### config.mk
export PLATFORM = sky130hd
export DESIGN_NAME = fifo_sync_param
export DESIGN_NICKNAME = d
export VERILOG_FILES = /design/src/rtl/fifo_pkg.sv /design/src/rtl/fifo_ram.sv /design/src/rtl/fifo_sync_param.sv
export SDC_FILE = /design/constraint.sdc
export NUM_CORES = 1
export LEC_CHECK = 0
export BUFFER_PORTS_ARGS = -buffer_cell sky130_fd_sc_hd__buf_4
export CAP_MARGIN = 20
export CORE_MARGIN = 2
export CORE_UTILIZATION = 65
export CTS_CLUSTER_DIAMETER = 40
export DETAILED_ROUTE_END_ITERATION = 7
export GPL_TIMING_DRIVEN = 0
export PLACE_DENSITY = 0.84
export SYNTH_ARGS = -nofsm -noshare
export SYNTH_HDL_FRONTEND = slang
export SYNTH_HIERARCHICAL = 1
export SYNTH_SLANG_ARGS = --single-unit
export TNS_END_PERCENT = 20
### constraint.sdc
create_clock -name clk -period 6.29 [get_ports clk]
set_input_delay 1.258 -clock clk [delete_from_list [all_inputs] [get_ports clk]]
set_output_delay 1.258 -clock clk [all_outputs]
set_load 0.03 [all_outputs]
### src/rtl/fifo_pkg.sv
// Shared constants and helpers for the parametrised synchronous FIFO.
package fifo_pkg;

  localparam int DEFAULT_DATA_W = 8;
  localparam int DEFAULT_ADDR_W = 4;

  // Read-mode selectors for the FWFT parameter.
  localparam int FWFT_OFF = 0;
  localparam int FWFT_ON  = 1;

  // Bits needed to hold any value 0..max_val (a depth of 16 needs 5 bits).
  function automatic int count_w(input int max_val);
    int w;
    w = 1;
    while ((2 ** w) <= max_val) begin
      w = w + 1;
    end
    return w;
  endfunction

endpackage

### src/rtl/fifo_ram.sv
// Simple dual-port register array: synchronous write, asynchronous read.
module fifo_ram
  import fifo_pkg::*;
#(
  parameter int DATA_W = DEFAULT_DATA_W,
  parameter int ADDR_W = DEFAULT_ADDR_W
) (
  input  logic              clk,
  input  logic              we,
  input  logic [ADDR_W-1:0] wr_addr,
  input  logic [DATA_W-1:0] wr_data,
  input  logic [ADDR_W-1:0] rd_addr,
  output logic [DATA_W-1:0] rd_data
);

  logic [DATA_W-1:0] mem [2**ADDR_W];

  // Storage is deliberately not reset; only accepted writes change it.
  always_ff @(posedge clk) begin
    if (we) begin
      mem[wr_addr] <= wr_data;
    end
  end

  assign rd_data = mem[rd_addr];

endmodule

### src/rtl/fifo_sync_param.sv
// Parametrised single-clock FIFO with selectable FWFT read mode, occupancy
// count, almost-full/almost-empty thresholds and sticky error flags.
//
// Handshake: a push is taken at a rising edge when wr_en=1 and full=0; a pop
// is taken when rd_en=1 and empty=0. full/empty act as the not-ready flags and
// come from registered pointers only, so wr_en/rd_en never combinationally
// affect any output. In registered mode rd_valid pulses for the single cycle
// after an accepted pop; in FWFT mode rd_valid means "rd_data is the head word"
// and rd_en acknowledges (pops) it.
module fifo_sync_param
  import fifo_pkg::*;
#(
  parameter int DATA_W    = DEFAULT_DATA_W,
  parameter int ADDR_W    = DEFAULT_ADDR_W,
  parameter int FWFT      = FWFT_OFF,
  parameter int AFULL_TH  = (2 ** ADDR_W) - 2,
  parameter int AEMPTY_TH = 2
) (
  input  logic              clk,
  input  logic              rst,
  input  logic              wr_en,
  input  logic [DATA_W-1:0] wr_data,
  input  logic              rd_en,
  output logic [DATA_W-1:0] rd_data,
  output logic              rd_valid,
  output logic              full,
  output logic              empty,
  output logic              almost_full,
  output logic              almost_empty,
  output logic [ADDR_W:0]   count,
  output logic              overflow,
  output logic              underflow,
  input  logic              clr_err
);

  localparam int DEPTH = 2 ** ADDR_W;
  localparam int CNT_W = count_w(DEPTH);

  localparam logic [ADDR_W:0] PTR_ONE  = (ADDR_W + 1)'(1);
  localparam logic [ADDR_W:0] AFULL_C  = (ADDR_W + 1)'(AFULL_TH);
  localparam logic [ADDR_W:0] AEMPTY_C = (ADDR_W + 1)'(AEMPTY_TH);

  // Reject threshold settings that would make a flag meaningless.
  if (AFULL_TH < 1 || AFULL_TH > DEPTH) begin : g_bad_afull
    $error("fifo_sync_param: AFULL_TH must lie in 1..DEPTH");
  end
  if (AEMPTY_TH < 0 || AEMPTY_TH > DEPTH - 1) begin : g_bad_aempty
    $error("fifo_sync_param: AEMPTY_TH must lie in 0..DEPTH-1");
  end
  if (CNT_W != ADDR_W + 1) begin : g_bad_cnt_w
    $error("fifo_sync_param: count width does not match ADDR_W+1");
  end

  // Pointers carry one extra wrap bit so full and empty are distinguishable.
  logic [ADDR_W:0]   wptr;
  logic [ADDR_W:0]   rptr;
  logic [ADDR_W:0]   occ;
  logic              wr_acc;
  logic              rd_acc;
  logic [DATA_W-1:0] ram_q;

  assign occ    = wptr - rptr;
  assign full   = (wptr[ADDR_W] != rptr[ADDR_W]) &&
                  (wptr[ADDR_W-1:0] == rptr[ADDR_W-1:0]);
  assign empty  = (wptr == rptr);
  assign wr_acc = wr_en && !full;
  assign rd_acc = rd_en && !empty;

  assign count        = occ;
  assign almost_full  = (occ >= AFULL_C);
  assign almost_empty = (occ <= AEMPTY_C);

  // Advance each pointer on its own accepted operation; both may move at once.
  always_ff @(posedge clk or posedge rst) begin
    if (rst) begin
      wptr <= '0;
      rptr <= '0;
    end else begin
      if (wr_acc) begin
        wptr <= wptr + PTR_ONE;
      end
      if (rd_acc) begin
        rptr <= rptr + PTR_ONE;
      end
    end
  end

  // Sticky error flags; a new error in the same cycle as clr_err keeps the flag set.
  always_ff @(posedge clk or posedge rst) begin
    if (rst) begin
      overflow  <= 1'b0;
      underflow <= 1'b0;
    end else begin
      overflow  <= (overflow  && !clr_err) || (wr_en && full);
      underflow <= (underflow && !clr_err) || (rd_en && empty);
    end
  end

  fifo_ram #(
    .DATA_W (DATA_W),
    .ADDR_W (ADDR_W)
  ) u_ram (
    .clk     (clk),
    .we      (wr_acc),
    .wr_addr (wptr[ADDR_W-1:0]),
    .wr_data (wr_data),
    .rd_addr (rptr[ADDR_W-1:0]),
    .rd_data (ram_q)
  );

  if (FWFT == FWFT_ON) begin : g_fwft
    // Head word is always on display; reading it while a write lands elsewhere is safe.
    assign rd_data  = ram_q;
    assign rd_valid = !empty;
  end else begin : g_reg
    logic [DATA_W-1:0] rd_data_q;
    logic              rd_valid_q;

    // Capture the head word on an accepted pop and flag it for one cycle.
    always_ff @(posedge clk or posedge rst) begin
      if (rst) begin
        rd_data_q  <= '0;
        rd_valid_q <= 1'b0;
      end else begin
        rd_valid_q <= rd_acc;
        if (rd_acc) begin
          rd_data_q <= ram_q;
        end
      end
    end

    assign rd_data  = rd_data_q;
    assign rd_valid = rd_valid_q;
  end

endmodule

==> impl_metrics.tcl <==
set metrics [dict create \
    status "finished, final reports clean" \
    crit_arrival_ns 2.53 \
    final_common_cell "edfxtp_1" \
    crit_type "flip-flop to output pin" \
    synth_cell_types 40 \
    clock_latency_ns 0.52 \
    max_stage_delay_ns 0.52 \
    ioPinCount 33 \
    post_drt_via_cell_ratio 6.59 \
    finalHoldViolCount 0 \
    antenna_found_initial 0 \
    post_dp_cell_area_um2 6520 \
    ys.flop_type "edfxtp_1" \
    final-max-slew-violation-count 0 \
    gr-usage-met3_pct 6.52 \
    yosysTopAreaCell "edfxtp_1" \
    htreeDepth 4 \
    die_area_um2 10200 \
    peakVddDrop_uv 364 \
    final_cell_mix "128 x edfxtp_1, 34 x buf_4, 21 x dfrtp_1" \
    end_kind "output pin" \
    ctsResizeCount 0 \
    crit_required_ns 5.03 \
    total_power_w 0.00376 \
    synth-async-reset-ratio_pct 14.1 \
    path_cells "inv_1 -> ha_1 -> inv_1 -> fa_1 -> xor2_1 -> nand2_1 -> o32ai_1 -> buf_4" \
    ant_nets 0 \
    p_leak_nw 2.55 \
    grt-ovfl-total 0 \
    worstPathMaxFanout 11 \
    start_kind "flip-flop" \
    std_cell_rows 35 \
    grt_most_used_layer "met2" \
    dr.pass1.iters 5 \
    start_util_pct 66.5 \
    antennaDiodeCount 0 \
    synth_area_leaders "edfxtp_1 63%, dfrtp_1 8.6%, mux4_2 6.6%" \
    cts_root_buf "clkbuf_8" \
    drt_iter0_drc 260 \
    area_delta_synth_final_pct 15.7 \
    clock-sinks 149 \
    syn_area_um2 6110 \
    tns_ns 0 \
    num_vias 3223 \
    fp.dieH_um 101 \
    timing.fmax_mhz 264 \
    grtUsageTotal_pct 27.3 \
    num-nets-final 386 \
    numCtsBuffers 17 \
    synth_fp_nets 332 \
    grt_pass1_wl_mm 19.1 \
    setup_viol 0 \
    maxCapViolations 0 \
    wl_per_cell_um 25.6 \
    grt_max_degree 22 \
    grt_setup_unrepaired "no" \
    skew_ns 0.0118 \
    drive_above_1_share_pct 29.6 \
    final_cell_area_um2 7070 \
    clk_pin_slew_ns 0.06 \
    hold_buffers 0 \
    cts_tree "yes" \
    timing.hold.ws_ns 0.511 \
    met1_usage_pct 35.1 \
    synth_edf_count 128 \
    use_met2_pct 45.3 \
    die_w_um 101 \
    syn_inst 312 \
    seq_area_frac_synth_pct 71.5 \
    fin_crit_sh_pct 60.2 \
    cp_common_cell "inv_1" \
    slew_headroom_pct 31.7 \
    dp_hpwl_mm 7.75 \
    cts_max_path_buffers 2 \
    drc_errors 0 \
    finalWirelength_mm 12.5 \
    synth_warnings 6 \
    synth_area_per_cell_um2 19.6 \
    period_minus_slack_ns 3.79 \
    powerDensity_nw_per_um2 531 \
    grt_pass1_vias 3239 \
    core-area_um2 9200 \
    synth_seq_cells 149 \
    place_congestion 0.793 \
    worst_pin_slew_ns 1.02 \
    cp_slowest_cell "dfrtp_1" \
    hp-class "flip-flop to flip-flop" \
    post_cts.repair.setup_buffers 0 \
    synth_top_area_share_pct 62.9 \
    io_buffers 32 \
]
worst max-delay path, delay by kind of cell (launching register included):
kind	cells	cell delay, ns
buffers and inverters	3	0.36
adder cells (fa/ha/maj)	2	0.55
flip-flops	1	0.52
XOR/XNOR	1	0.25
AND/OR/NAND/NOR	1	0.08
AO/OA/AOI/OAI	1	0.22
state kept, by name, indices dropped and copies added, names as in the netlist:
| register | flops |
|---|---|
| underflow | 1 |
| rd_data | 8 |
| overflow | 1 |
| wptr | 5 |
| rptr | 5 |
| u_ram/mem | 128 |
| rd_valid | 1 |
where the power goes:
part / switching, W / internal (W)
combinational: 0.000826 / 0.000631
clock: 0.000413 / 0.000534
sequential: 0.000122 / 0.00123
cells by family after synthesis:
group / synth area share, %
compound gates: 4.03
xor+xnor: 1.70
fa+ha+maj: 1.56
buf+inv: 2.21
flops: 71.5
mux: 15.0
simple gates: 4.07
per-layer routing:
metal / part of all wire, % / vias to the layer above
li1: - / 1381
met1: 38 / 1667
met2: 53 / 153
met3: 6.3 / 22
met4: 1.9 / 0
met5: 0 / -
cell type report:
class                      instances  area, um2
buffer                            11       97.6
sequential                       149       4370
timing repair buffer              35        258
inverter                          10       37.5
tap                              111        139
fill                             468       2120
clock inverter                    14        144
clock buffer                      17        414
multi-input combinational        142       1620
cells in the mapped netlist, drive strengths merged (2+ instances only):
master	instances
edfxtp	128
mux4	32
dfrtp	21
nor2	17
a22oi	16
inv	10
mux2	10
nand2	10
xnor2	9
buf	8
ha	6
a21oi	4
nor3	4
o211ai	4
and2	3
and3	3
clkdlybuf4s25	3
nand3b	3
a22o	2
nand2b	2
nand3	2
o2111ai	2
o21ai	2
xor2	2
stage by stage:
stage / cells / setup slack, ns / util, %
finish: 489 / 2.50 / 76.9
global route: 489 / 2.27 / 76.9
CTS: 489 / 2.49 / 76.9
detailed placement: 458 / 3.06 / 70.9
global placement: 455 / 2.73 / 70.6
floorplan: 312 / 2.42 / -
path summary, 6_finish.rpt:
| path | start | to | slack [ns] | depth (start not counted) |
|---|---|---|---|---|
| min | rd_data[2] | rd_data[2] | 0.51 | 1 |
| max reg2reg | rptr[1] | u_ram/mem[1][0] | 3.10 | 7 |
| max in group asynchronous | rst | wptr[3] | 4.88 | 2 |
| min reg2reg | rd_data[2] | rd_data[2] | 0.51 | 1 |
| min in group asynchronous | rst | underflow | 0.90 | 2 |
| max | wptr[0] | almost_full | 2.50 | 8 |
(Power assumes the default switching activity.)
